`config.mk`:
```
export PLATFORM = sky130hd
export DESIGN_NAME = sram_port_arbiter_flat
export DESIGN_NICKNAME = d
export VERILOG_FILES = /design/src/rtl/sram_port_if.sv /design/src/rtl/sram_port_arbiter.sv /design/src/flat_wrapper.sv
export SDC_FILE = /design/constraint.sdc
export NUM_CORES = 1
export LEC_CHECK = 0
export BUFFER_PORTS_ARGS = -buffer_cell sky130_fd_sc_hd__buf_4
export CAP_MARGIN = 20
export CORE_AREA = 8 8 101 103
export DETAILED_ROUTE_END_ITERATION = 8
export DIE_AREA = 0 0 109 111
export SLEW_MARGIN = 0
export SYNTH_ARGS = -nofsm -noshare
export SYNTH_HDL_FRONTEND = slang
export SYNTH_SLANG_ARGS = --single-unit
```
`constraint.sdc`:
```
create_clock -name clk -period 2.3 [get_ports clk]
set_input_delay 0.115 -clock clk [delete_from_list [all_inputs] [get_ports clk]]
set_output_delay 0.115 -clock clk [all_outputs]
set_load 0.01 [all_outputs]
```
`src/rtl/sram_port_if.sv`:
```
// Purpose : request/response bundle between the fetch/data requesters, the SRAM
//           port arbiter and the single synchronous SRAM port.
// Ports   : inst_* fetch channel, data_* load/store channel, mem_* SRAM port,
//           flush in from ctrl, stallreq_o out to ctrl.
interface sram_port_if;
   logic        flush;
   logic        inst_req;
   logic [31:0] inst_addr;
   logic        inst_gnt;
   logic        inst_rvalid;
   logic [31:0] inst_rdata;
   logic        data_req;
   logic [3:0]  data_wen;
   logic [31:0] data_addr;
   logic [31:0] data_wdata;
   logic        data_gnt;
   logic        data_rvalid;
   logic [31:0] data_rdata;
   logic        mem_en;
   logic [3:0]  mem_wen;
   logic [31:0] mem_addr;
   logic [31:0] mem_wdata;
   logic [31:0] mem_rdata;
   logic        stallreq_o;

   // arbiter side
   modport slave (
      input  flush, inst_req, inst_addr, data_req, data_wen, data_addr, data_wdata, mem_rdata,
      output inst_gnt, inst_rvalid, inst_rdata, data_gnt, data_rvalid, data_rdata,
             mem_en, mem_wen, mem_addr, mem_wdata, stallreq_o
   );

   // requester / SRAM side
   modport master (
      output flush, inst_req, inst_addr, data_req, data_wen, data_addr, data_wdata, mem_rdata,
      input  inst_gnt, inst_rvalid, inst_rdata, data_gnt, data_rvalid, data_rdata,
             mem_en, mem_wen, mem_addr, mem_wdata, stallreq_o
   );
endinterface

```
`src/rtl/sram_port_arbiter.sv`:
```
// Purpose : shares one SRAM port between fetch and data requesters, tags reads, routes responses.
// Latency : grant is combinational; read data returns RD_LAT cycles after grant, writes finish in the grant cycle.
// Backpr. : requests are held until gnt; data has priority except after DATA_BURST grants with fetch waiting.
// Ports   : clk, rst (sync, active-high); bus = sram_port_if.slave (inst_*, data_*, mem_*, flush, stallreq_o).
module sram_port_arbiter #(
   parameter int RD_LAT     = 1,
   parameter int DATA_BURST = 4
) (
   input  logic        clk,
   input  logic        rst,
   sram_port_if.slave  bus
);
   localparam logic [2:0] LAT_INIT  = 3'(RD_LAT);
   localparam logic [3:0] BURST_MAX = 4'(DATA_BURST);

   typedef enum logic [1:0] {IDLE, WAIT_I, WAIT_D} state_t;

   state_t     state, state_nxt;
   logic [2:0] lat_cnt, lat_cnt_nxt;
   logic [3:0] burst_cnt, burst_cnt_nxt;
   logic       drop, drop_nxt;

   logic resp_cyc, port_free, inst_turn, inst_gnt, data_gnt;
   logic inst_rv, data_rv;

   // The response cycle also frees the port so reads can run back-to-back.
   assign resp_cyc  = (state != IDLE) && (lat_cnt == 3'd1);
   assign port_free = (state == IDLE) || resp_cyc;

   // Fetch only takes precedence once data has used up its burst allowance, and
   // never while flushing; in that case the data requester keeps the port.
   assign inst_turn = bus.inst_req & (burst_cnt == BURST_MAX) & ~bus.flush;
   assign inst_gnt  = ~rst & port_free & bus.inst_req & ~bus.flush & (~bus.data_req | inst_turn);
   assign data_gnt  = ~rst & port_free & bus.data_req & ~inst_turn;

   // state register
   always_ff @(posedge clk) begin
      if (rst) begin
         state     <= IDLE;
         lat_cnt   <= '0;
         burst_cnt <= '0;
         drop      <= 1'b0;
      end else begin
         state     <= state_nxt;
         lat_cnt   <= lat_cnt_nxt;
         burst_cnt <= burst_cnt_nxt;
         drop      <= drop_nxt;
      end
   end

   // next-state
   always_comb begin
      state_nxt     = IDLE;
      lat_cnt_nxt   = '0;
      burst_cnt_nxt = burst_cnt;
      drop_nxt      = drop;

      if (inst_gnt) begin
         state_nxt   = WAIT_I;
         lat_cnt_nxt = LAT_INIT;
      end else if (data_gnt && (bus.data_wen == 4'b0000)) begin
         state_nxt   = WAIT_D;
         lat_cnt_nxt = LAT_INIT;
      end else if ((state != IDLE) && (lat_cnt > 3'd1)) begin
         state_nxt   = state;
         lat_cnt_nxt = lat_cnt - 3'd1;
      end

      // A flush anywhere in the fetch wait window kills that one response.
      if (state == WAIT_I) begin
         if (lat_cnt == 3'd1)
            drop_nxt = 1'b0;
         else if (bus.flush)
            drop_nxt = 1'b1;
      end

      if (inst_gnt || !bus.inst_req)
         burst_cnt_nxt = '0;
      else if (data_gnt && (burst_cnt != BURST_MAX))
         burst_cnt_nxt = burst_cnt + 4'd1;
   end

   // outputs
   always_comb begin
      inst_rv = ~rst & (state == WAIT_I) & resp_cyc & ~drop & ~bus.flush;
      data_rv = ~rst & (state == WAIT_D) & resp_cyc;

      bus.inst_gnt    = inst_gnt;
      bus.data_gnt    = data_gnt;
      bus.mem_en      = inst_gnt | data_gnt;
      bus.mem_wen     = '0;
      bus.mem_addr    = '0;
      bus.mem_wdata   = '0;
      if (inst_gnt) begin
         bus.mem_addr  = bus.inst_addr;
      end else if (data_gnt) begin
         bus.mem_addr  = bus.data_addr;
         bus.mem_wen   = bus.data_wen;
         bus.mem_wdata = bus.data_wdata;
      end

      bus.inst_rvalid = inst_rv;
      bus.inst_rdata  = inst_rv ? bus.mem_rdata : '0;
      bus.data_rvalid = data_rv;
      bus.data_rdata  = data_rv ? bus.mem_rdata : '0;
      bus.stallreq_o  = ~rst & ((bus.data_req & ~data_gnt) | ((state == WAIT_D) & ~data_rv));
   end
endmodule
```
`src/flat_wrapper.sv`:
```
// flat-port wrapper written by rule: the top's interface ports become plain ports
module sram_port_arbiter_flat 
#(
   parameter int RD_LAT     = 1,
   parameter int DATA_BURST = 4
)
  (clk, rst, bus_flush, bus_inst_req, bus_inst_addr, bus_data_req, bus_data_wen, bus_data_addr, bus_data_wdata, bus_mem_rdata, bus_inst_gnt, bus_inst_rvalid, bus_inst_rdata, bus_data_gnt, bus_data_rvalid, bus_data_rdata, bus_mem_en, bus_mem_wen, bus_mem_addr, bus_mem_wdata, bus_stallreq_o);
  sram_port_if bus_i ();
  input  logic clk;
  input  logic rst;
  input wire logic [$bits(bus_i.flush)-1:0] bus_flush;
  input wire logic [$bits(bus_i.inst_req)-1:0] bus_inst_req;
  input wire logic [$bits(bus_i.inst_addr)-1:0] bus_inst_addr;
  input wire logic [$bits(bus_i.data_req)-1:0] bus_data_req;
  input wire logic [$bits(bus_i.data_wen)-1:0] bus_data_wen;
  input wire logic [$bits(bus_i.data_addr)-1:0] bus_data_addr;
  input wire logic [$bits(bus_i.data_wdata)-1:0] bus_data_wdata;
  input wire logic [$bits(bus_i.mem_rdata)-1:0] bus_mem_rdata;
  output wire logic [$bits(bus_i.inst_gnt)-1:0] bus_inst_gnt;
  output wire logic [$bits(bus_i.inst_rvalid)-1:0] bus_inst_rvalid;
  output wire logic [$bits(bus_i.inst_rdata)-1:0] bus_inst_rdata;
  output wire logic [$bits(bus_i.data_gnt)-1:0] bus_data_gnt;
  output wire logic [$bits(bus_i.data_rvalid)-1:0] bus_data_rvalid;
  output wire logic [$bits(bus_i.data_rdata)-1:0] bus_data_rdata;
  output wire logic [$bits(bus_i.mem_en)-1:0] bus_mem_en;
  output wire logic [$bits(bus_i.mem_wen)-1:0] bus_mem_wen;
  output wire logic [$bits(bus_i.mem_addr)-1:0] bus_mem_addr;
  output wire logic [$bits(bus_i.mem_wdata)-1:0] bus_mem_wdata;
  output wire logic [$bits(bus_i.stallreq_o)-1:0] bus_stallreq_o;
  assign bus_i.flush = bus_flush;
  assign bus_i.inst_req = bus_inst_req;
  assign bus_i.inst_addr = bus_inst_addr;
  assign bus_i.data_req = bus_data_req;
  assign bus_i.data_wen = bus_data_wen;
  assign bus_i.data_addr = bus_data_addr;
  assign bus_i.data_wdata = bus_data_wdata;
  assign bus_i.mem_rdata = bus_mem_rdata;
  assign bus_inst_gnt = bus_i.inst_gnt;
  assign bus_inst_rvalid = bus_i.inst_rvalid;
  assign bus_inst_rdata = bus_i.inst_rdata;
  assign bus_data_gnt = bus_i.data_gnt;
  assign bus_data_rvalid = bus_i.data_rvalid;
  assign bus_data_rdata = bus_i.data_rdata;
  assign bus_mem_en = bus_i.mem_en;
  assign bus_mem_wen = bus_i.mem_wen;
  assign bus_mem_addr = bus_i.mem_addr;
  assign bus_mem_wdata = bus_i.mem_wdata;
  assign bus_stallreq_o = bus_i.stallreq_o;
  sram_port_arbiter #(.RD_LAT(RD_LAT), .DATA_BURST(DATA_BURST)) u_core (.clk(clk), .rst(rst), .bus(bus_i));
endmodule
```
==> reports/qor.tcl <==
set qor(worst-r2r-setup-slack_ns) 0.48
set qor(first_pass_iters) 4
set qor(rr_startpoint) {u_core.lat_cnt[1]}
set qor(highest_ir_drop_seen_on_vdd_uv) 144
set qor(synth_top_cell_area_share_pct) 24.8
set qor(root_buffer) {sky130_fd_sc_hd__clkbuf_8}
set qor(pin_count_of_the_biggest_net_entering_global_routing) 40
set qor(finalHoldWorstSlack_ns) 0.102
set qor(first_global_vias) 2705
set qor(syn2layout_area_growth_pct) 135
set qor(synthDistinctLibCells) 39
set qor(postLayoutCoreUtil_pct) 45.0
set qor(cp-end-kind) {output pin}
set qor(crit-reg2reg-capture) {u_core.state[1]}
set qor(fmax_mhz) 469
set qor(die_height_microns) 111
set qor(r2r_cells) 7
set qor(wl_per_cell_microns) 16.7
set qor(post_synth_instance_area_sq_mm) 0.00164
set qor(clock_sink_count) 10
set qor(clock_tree_skew_after_final_layout_ns) 0.00560
set qor(nets) 631
set qor(cellLeakagePower_nw) 2.21
set qor(cts-buffers-inserted) 3
set qor(path_cells) {inv_1 > ha_1 > nor2b_2 > o211a_1 > and2_1 > buf_12 > a22o_1 > buf_4}
set qor(clkTransAtPathRegs_ns) 0.05
set qor(postCtsResizedCells) 0
set qor(max-slew-margin-rel_pct) 77.1
set qor(rows) 34
set qor(synth-warning-count) 0
set qor(final_min_period_over_clock_period_pct) 92.7
set qor(detailed_place_hpwl_mm) 8.72
set qor(critical_path_required_ns) 2.18
set qor(pin_count) 275
set qor(max_cap_viol_count) 0
set qor(final-setup-viol-count) 0
set qor(cpPeakStageDelay_ns) 0.29
set qor(critPathLaunchType) {flop}
set qor(ys.flop_type) {sky130_fd_sc_hd__dfxtp_1}
set qor(cts-htree-levels) 1
set qor(clock_network_latency_to_the_later_pin_of_the_worst_skew_pair_ns) 0.24
set qor(hold_path_startpoint) {rst}
set qor(timing.final.crit_period_ns) 2.13
set qor(final-hold-violation-count) 0
set qor(max_slew.worst_pin.slew_ns) 0.343
set qor(initial_utilization_pct) 19.2
set qor(critical_path.max_fanout) 33
set qor(power_density_mw_per_mm2) 213
set qor(final_ant_viol_nets) 0
set qor(io_buffer_count) 274
set qor(total_die_area_sq_mm) 0.0121
set qor(crit_start) {u_core.lat_cnt[1]}
set qor(grtUsageTotal_pct) 15.1
set qor(synth.most_common_cell) {sky130_fd_sc_hd__and2_1}
set qor(postSynthNetCount) 367
set qor(max-clock-path-buffers) 2
set qor(setup-tns-final_ns) 0
set qor(grt_overflow) 0
set qor(tritoncts) {yes}
set qor(postSynthCellCount) 226
set qor(drt-total-wl_mm) 9.94
set qor(synthesis.area_per_instance_sq_um) 7.25
set qor(dieWidth_microns) 109
set qor(grt_pass1_wl_mm) 14.7
set qor(timing.final.max_slew_violations) 0
set qor(seq_area_frac_synth_pct) 12.2
set qor(ys_async_sr_fraction_pct) 0
set qor(core_sq_mm) 0.00855
set qor(num_antenna_cells) 0
set qor(holdPathStages) 2
set qor(vias) 2620
set qor(cts.repair_timing.setup_buffer_count) 0
set qor(crit_slowest_cell) {sky130_fd_sc_hd__dfxtp_1}
set qor(timing.hold.worst_endpoint) {u_core.drop}
set qor(grt_antenna_before_repair) 0
set qor(synth_enable_flop_cells) 0
set qor(yosysTopAreaCell) {sky130_fd_sc_hd__and2_1}
set qor(drc_errors_left) 0
set qor(synth_seq_cells) 10
set qor(rsz0062_at_grt) {no}
set qor(postLayoutCellArea_sq_mm) 0.00385
set qor(drive_gt1_share_pct) 59.3
set qor(nFillCells) 843
set qor(netlist_top_cells_area) {sky130_fd_sc_hd__and2_1 (25%), sky130_fd_sc_hd__a22o_1 (17%), sky130_fd_sc_hd__and3_1 (14%), sky130_fd_sc_hd__dfxtp_1 (12%), sky130_fd_sc_hd__ha_1 (3.1%)}
set qor(tightest_hold_check_type) {in -> reg}
set qor(worst-setup-path-type) {reg -> out}
set qor(run_status) {finished clean}
set qor(placed_area_sq_mm) 0.00379
set qor(routed_via_density) 4.39
set qor(gp_congestion) 0.783
set qor(detail_route.iter0.violations) 130
set qor(fin_total_pwr_w) 0.000819
set qor(worstPathArrival_ns) 2.02
set qor(post_cts_hold_buffer_count) 0
set qor(netlist_top_cells_count) {sky130_fd_sc_hd__and2_1 (65), sky130_fd_sc_hd__and3_1 (36), sky130_fd_sc_hd__a22o_1 (32)}
## area by class of cell
| type | instances | area [sq um] | area share (%) |
|---|---|---|---|
| clock buffer | 4 | 55.1 | 1.43 |
| sequential | 10 | 200 | 5.20 |
| tap | 108 | 135 | 3.51 |
| timing repair buffer | 280 | 2140 | 55.6 |
| inverter | 9 | 33.8 | 0.878 |
| multi-input combinational | 186 | 1280 | 33.3 |
## placed cells by master (no fill, tap or decap), drive strengths merged, types with 3 or more instances in the layout
| cell | instances |
|---|---|
| ha | 4 |
| clkbuf | 4 |
| nand3 | 5 |
| a22o | 32 |
| and3 | 36 |
| o21ai | 3 |
| buf | 280 |
| nor2 | 7 |
| a21oi | 7 |
| and2 | 65 |
| inv | 9 |
| dfxtp | 10 |
## sequential cells by signal (all words and copies together), names as in the netlist
signal and flops:
u_core.lat_cnt 3, u_core.state 2, u_core.drop 1, u_core.burst_cnt 4
## layer usage
layer	up-vias	GRT usage (%)	share of wire, %
li1	1324	-	-
met1	1141	15.3	34
met2	142	28.3	53
met3	13	5.64	12
met4	0	2.65	1.4
met5	-	0	0
## logic make-up after synthesis
kind of cell             share of synthesized area, %
AO/OA/AOI/OAI                                    26.7
XOR/XNOR                                         1.07
adder cells (fa/ha/maj)                          3.06
buffers and inverters                            9.47
flip-flops                                       12.2
multiplexers                                    0.611
AND/OR/NAND/NOR                                  46.8
## worst max path at each step
stage	end	slack, ns	cells past startpoint
after detailed placement	bus_mem_addr[22]	0.45	8
after CTS	bus_mem_addr[22]	0.17	8
final	bus_mem_addr[22]	0.17	8
after global routing	bus_mem_addr[22]	0.0005	8
after global placement	bus_mem_addr[22]	0.45	8
after floorplan	bus_mem_addr[22]	0.59	8
## worst max-delay path: cells and delay by family (launching register included)
family | cells | cell delay, ns
buffers and inverters | 3 | 0.43
AO/OA/AOI/OAI | 2 | 0.40
adder cells (fa/ha/maj) | 1 | 0.22
AND/OR/NAND/NOR | 2 | 0.43
flip-flops | 1 | 0.29
## stage by stage
stage                     instances  setup slack (ns)
after CTS                       597             0.170
after global placement          593             0.453
final                           597             0.167
after floorplan                 226             0.588
after detailed placement        593             0.448
after global routing            597          0.000499
## power breakdown
group	total, W	switching [W]	leakage [nW]	internal (W)
Clock	0.000221	0.0000703	0.0288	0.000151
Combinational	0.000421	0.000153	2.10	0.000268
Sequential	0.000177	0.00000149	0.0808	0.000176
(Power assumes the default switching activity.)
